--- config.mk ---
export PLATFORM = sky130hd
export DESIGN_NAME = gpu_cmd_queue
export DESIGN_NICKNAME = d
export VERILOG_FILES = /design/src/rtl/gpu_cmd_queue.sv
export SDC_FILE = /design/constraint.sdc
export NUM_CORES = 1
export LEC_CHECK = 0
export ABC_AREA = 1
export CORE_MARGIN = 2
export CORE_UTILIZATION = 61
export CTS_CLUSTER_SIZE = 40
export DETAILED_ROUTE_END_ITERATION = 10
export PLACE_DENSITY = 0.8
export SLEW_MARGIN = 20
export SYNTH_ARGS = -nofsm -noshare
export SYNTH_HDL_FRONTEND = slang
export SYNTH_SLANG_ARGS = --single-unit
--- constraint.sdc ---
create_clock -name clk -period 2.9 [get_ports clk]
set_input_delay 0.58 -clock clk [delete_from_list [all_inputs] [get_ports clk]]
set_output_delay 0.58 -clock clk [all_outputs]
set_load 0.02 [all_outputs]
--- src/rtl/gpu_cmd_queue.sv ---
// CPU-side command FIFO replayed to the GPU command port as setup/strobe/hold transactions.
// Optional GPU_CMD_VSYNC_SWAP_EN: adds vblank_in and holds display commands until vertical blank.
module gpu_cmd_queue #(
  parameter int DEPTH         = 16,
  parameter int SETUP_CYCLES  = 1,
  parameter int STROBE_CYCLES = 2,
  parameter int HOLD_CYCLES   = 1
) (
  input  logic                     clk,
  input  logic                     rst_n,
  input  logic                     wr_en,
  input  logic [1:0]               wr_cmd,
  input  logic [7:0]               wr_data,
  output logic                     full,
  output logic                     empty,
  output logic [$clog2(DEPTH):0]   level,
  output logic                     busy,
  output logic                     overflow,
  output logic [1:0]               cmd_out,
  output logic [7:0]               data_out,
  output logic                     strobe_out
`ifdef GPU_CMD_VSYNC_SWAP_EN
  ,
  input  logic                     vblank_in
`endif
);

  localparam int AW = $clog2(DEPTH);
  localparam int CW = 8;
  localparam logic [CW-1:0] SETUP_LOAD  = CW'(SETUP_CYCLES - 1);
  localparam logic [CW-1:0] STROBE_LOAD = CW'(STROBE_CYCLES - 1);
  localparam logic [CW-1:0] HOLD_LOAD   = CW'(HOLD_CYCLES - 1);

  typedef enum logic [1:0] {S_IDLE, S_SETUP, S_STROBE, S_HOLD} state_t;

  logic [9:0]    r_mem [DEPTH];
  logic [AW-1:0] r_wr_ptr;
  logic [AW-1:0] r_rd_ptr;
  logic [AW:0]   r_level;
  logic          r_overflow;
  state_t        r_state;
  logic [CW-1:0] r_cnt;
  logic          r_busy;
  logic          r_strobe;
  logic [1:0]    r_cmd;
  logic [7:0]    r_data;

  logic          w_full;
  logic          w_empty;
  logic          w_push;
  logic          w_pop;
  logic          w_head_ok;
  logic [9:0]    w_head;

  assign w_full  = (r_level == (AW+1)'(DEPTH));
  assign w_empty = (r_level == '0);
  assign w_head  = r_mem[r_rd_ptr];

`ifdef GPU_CMD_VSYNC_SWAP_EN
  // Display commands wait at the head for vblank; everything behind them waits too.
  assign w_head_ok = (w_head[9:8] != 2'b10) || vblank_in;
`else
  assign w_head_ok = 1'b1;
`endif

  assign w_push = wr_en && !w_full;
  assign w_pop  = (r_state == S_IDLE) && !w_empty && w_head_ok;

  always_ff @(posedge clk) begin
    if (rst_n && w_push) begin
      r_mem[r_wr_ptr] <= {wr_cmd, wr_data};
    end
  end

  always_ff @(posedge clk) begin
    if (!rst_n) begin
      r_wr_ptr   <= '0;
      r_rd_ptr   <= '0;
      r_level    <= '0;
      r_overflow <= 1'b0;
    end else begin
      if (w_push) r_wr_ptr <= r_wr_ptr + 1'b1;
      if (w_pop)  r_rd_ptr <= r_rd_ptr + 1'b1;
      if (w_push && !w_pop)      r_level <= r_level + 1'b1;
      else if (!w_push && w_pop) r_level <= r_level - 1'b1;
      if (wr_en && w_full) r_overflow <= 1'b1;
    end
  end

  // Single down-counter, reloaded on every state change.
  always_ff @(posedge clk) begin
    if (!rst_n) begin
      r_state  <= S_IDLE;
      r_cnt    <= '0;
      r_busy   <= 1'b0;
      r_strobe <= 1'b0;
      r_cmd    <= '0;
      r_data   <= '0;
    end else begin
      case (r_state)
        S_IDLE: begin
          if (w_pop) begin
            r_cmd   <= w_head[9:8];
            r_data  <= w_head[7:0];
            r_state <= S_SETUP;
            r_cnt   <= SETUP_LOAD;
            r_busy  <= 1'b1;
          end
        end
        S_SETUP: begin
          if (r_cnt == '0) begin
            r_state  <= S_STROBE;
            r_strobe <= 1'b1;
            r_cnt    <= STROBE_LOAD;
          end else begin
            r_cnt <= r_cnt - 1'b1;
          end
        end
        S_STROBE: begin
          if (r_cnt == '0) begin
            r_state  <= S_HOLD;
            r_strobe <= 1'b0;
            r_cnt    <= HOLD_LOAD;
          end else begin
            r_cnt <= r_cnt - 1'b1;
          end
        end
        S_HOLD: begin
          if (r_cnt == '0) begin
            r_state <= S_IDLE;
            r_busy  <= 1'b0;
          end else begin
            r_cnt <= r_cnt - 1'b1;
          end
        end
      endcase
    end
  end

  assign full       = w_full;
  assign empty      = w_empty;
  assign level      = r_level;
  assign busy       = r_busy;
  assign overflow   = r_overflow;
  assign cmd_out    = r_cmd;
  assign data_out   = r_data;
  assign strobe_out = r_strobe;

endmodule
==> flow_summary.json <==
{
  "cts_inserted_buffers": 17,
  "p_sw_mw": 3.447,
  "final_nets": 947,
  "grtUsageTotal_pct": 26.73,
  "crit_required_ns": 2.32,
  "p_leak_nw": 4.053,
  "fin_crit_sh_pct": 85.33,
  "synth.avg_cell_area_um2": 9.824,
  "antenna_found_initial": 0,
  "status": "complete, no violations",
  "grt_pass1_vias": 5677,
  "multi_input_area_um2": 2613,
  "finalSetupViolCount": 0,
  "synthTopCellsByArea": "edfxtp_1 (56%), nand2_1 (13%), dfxtp_1 (8.4%)",
  "post-route-util_pct": 70.81,
  "final_area_um2": 9791,
  "ys_types": 34,
  "arrival_ns": 1.89,
  "hp-class": "flip-flop to flip-flop",
  "dpl.hpwl_um": 11460,
  "critical_path.max_fanout": 5,
  "syn_nets": 905,
  "clk_root_buffer_cell": "clkbuf_16",
  "clkTransAtPathRegs_ns": 0.07,
  "drive_gt1_share_pct": 8.700,
  "power_density_nw_per_um2": 943.3,
  "die_h_um": 122.8,
  "fin_crit_ns": 2.475,
  "wl_per_cell_um": 16.83,
  "comb_power_share_pct": 37.4,
  "startpoint": "level[0]",
  "reg2reg_slack_ns": 0.59,
  "synth_top_area_share_pct": 55.83,
  "cts_resized": 0,
  "regArea_um2": 5528,
  "hold_buffers": 0,
  "synth_common_cells": "nand2_1 (309), edfxtp_1 (160), nand3_1 (95)",
  "vias": 6193,
  "synth-main-ff-cell": "edfxtp_1",
  "drc": 0,
  "worstSkewPairLatency_ns": 0.44,
  "rows": 43,
  "grt_pass1_wl_um": 29190,
  "fin_skew_ns": 0.01425,
  "relSlewSlack_pct": 45.96,
  "boundaryPins": 33,
  "synthCells": 876,
  "rsz0062_at_grt": "no",
  "ys_seq_elements": 196,
  "crit_path_end_kind": "primary output",
  "ir_worst_vdd_mv": 0.5313,
  "maxSlewViolCount": 0,
  "antenna_cells": 0,
  "regToRegEndpoint": "level[4]",
  "cts_setup_buffers": 0,
  "seq_area_frac_synth_pct": 64.20,
  "dr.pass1.iters": 7,
  "portBuffers": 32,
  "cts.path.max_buffers": 2,
  "drtAntennaViolNets": 0,
  "fp.dieW_um": 122.8,
  "yosysWarningCount": 0,
  "syn_area_um2": 8606,
  "clock_power_share_pct": 25.9,
  "cts_tree": "yes",
  "power.share.switching_pct": 37.32,
  "htreeDepth": 4,
  "drt_iter0_markers": 586,
  "hold_ws_ns": 0.5114,
  "internal_power_mw": 5.789,
  "nFillCells": 920,
  "synthArstFlopShare_pct": 0,
  "seqPwrFrac_pct": 36.7,
  "r2r-start": "r_state[0]",
  "yosysTopAreaCell": "edfxtp_1",
  "post-synth-top-count-cell": "nand2_1",
  "die-area_um2": 15070,
  "worstMarginPinSlew_ns": 0.8097,
  "grt_remaining_overflow": 0,
  "crit_type": "flip-flop to primary output",
  "totalWireLength_um": 18700,
  "core_area_um2": 13830,
  "drv_cap": 0,
  "avgViaCountPerCell": 5.574,
  "synth_enable_flop_cells": 160,
  "placed_area_um2": 9175,
  "cts_num_sinks": 196,
  "start_kind": "flip-flop",
  "gp_congestion": 0.8490,
  "r2r_cells": 12,
  "setup.worst_path.end": "empty",
  "syn_to_final_growth_pct": 13.77,
  "hold_viol": 0,
  "tns_ns": 0,
  "clock.fmax_mhz": 404.1,
  "grt_max_degree": 83,
  "start_util_pct": 62.24
}
-- layer usage --
layer  global-route usage (%)  vias to the layer above  share of wire [%]
li1                         -                     2955                  -
met1                    36.48                     2868                 40
met2                    41.06                      327                 47
met3                    6.087                       43                 10
met4                    12.36                        0                2.9
met5                        0                        -                  0
-- layout by cell type (no fill, tap or decap), types with 8 or more instances in the layout --
master,count
a21oi_1,13
buf_4,27
clkbuf_16,20
clkdlybuf4s50_1,32
dfxtp_1,34
edfxtp_1,160
ha_1,15
inv_1,64
nand2_1,309
nand3_1,95
nor2_1,82
o21ai_0,17
o21ai_1,8
-- flip-flops by register name, indices dropped and copies added (netlist names) --
| name | flops |
|---|---|
| cmd_out | 2 |
| r_state | 2 |
| level | 5 |
| busy | 1 |
| strobe_out | 1 |
| overflow | 1 |
| data_out | 8 |
| r_cnt | 8 |
| r_mem | 160 |
| r_wr_ptr | 4 |
| r_rd_ptr | 4 |
-- final cells by class --
cell class	instances	share of cell area (%)
Multi-Input combinational cell	574	26.68
Tap cell	180	2.300
Sequential cell	196	56.46
Clock inverter	8	0.8435
Clock buffer	24	5.444
Inverter	69	2.722
Timing Repair Buffer	60	5.546
-- kinds of logic (layout without fill, tap and decap cells) --
kind of cell / Yosys count / in the layout / share of synthesized area, %
flops: 196 / 196 / 64.20
xor+xnor: 6 / 6 / 0.6106
buf+inv: 106 / 161 / 5.438
fa+ha+maj: 16 / 16 / 2.414
simple gates: 509 / 509 / 24.67
compound gates: 43 / 43 / 2.661
-- worst max-delay path: stages (launching register included) --
cell and delay (ns):
dfxtp_1 0.37, nor2_2 0.24, nand3_2 0.13, inv_1 0.10, clkdlybuf4s50_1 0.60
-- worst min-delay path by stage --
stage / start / cells after the start / to / slack [ns]
finish: r_state[1] / 2 / r_state[1] / 0.51
global route: r_state[1] / 2 / r_state[1] / 0.55
CTS: r_state[1] / 2 / r_state[1] / 0.51
detailed placement: overflow / 2 / overflow / 0.50
global placement: overflow / 2 / overflow / 0.45
floorplan: r_state[1] / 2 / r_state[1] / 0.47
-- power groups by stage --
stage | combinational, mW | sequential, mW | clock, mW
global placement | 3.30 | 3.44 | 0
global route | 3.90 | 3.41 | 2.52
CTS | 3.44 | 3.39 | 2.41
detailed placement | 3.40 | 3.45 | 0
finish | 3.46 | 3.39 | 2.39
floorplan | 2.49 | 3.52 | 0
-- per-stage QoR --
step / std cells / worst slack [ns] / power (mW)
CTS: 1111 / 0.4017 / 9.240
global route: 1111 / 0.2962 / 9.835
detailed placement: 1079 / 0.2486 / 6.848
global placement: 1079 / 0.2969 / 6.744
floorplan: 876 / 0.7145 / 6.013
finish: 1111 / 0.4253 / 9.235
Note: power is estimated with default switching activity, not from simulation.
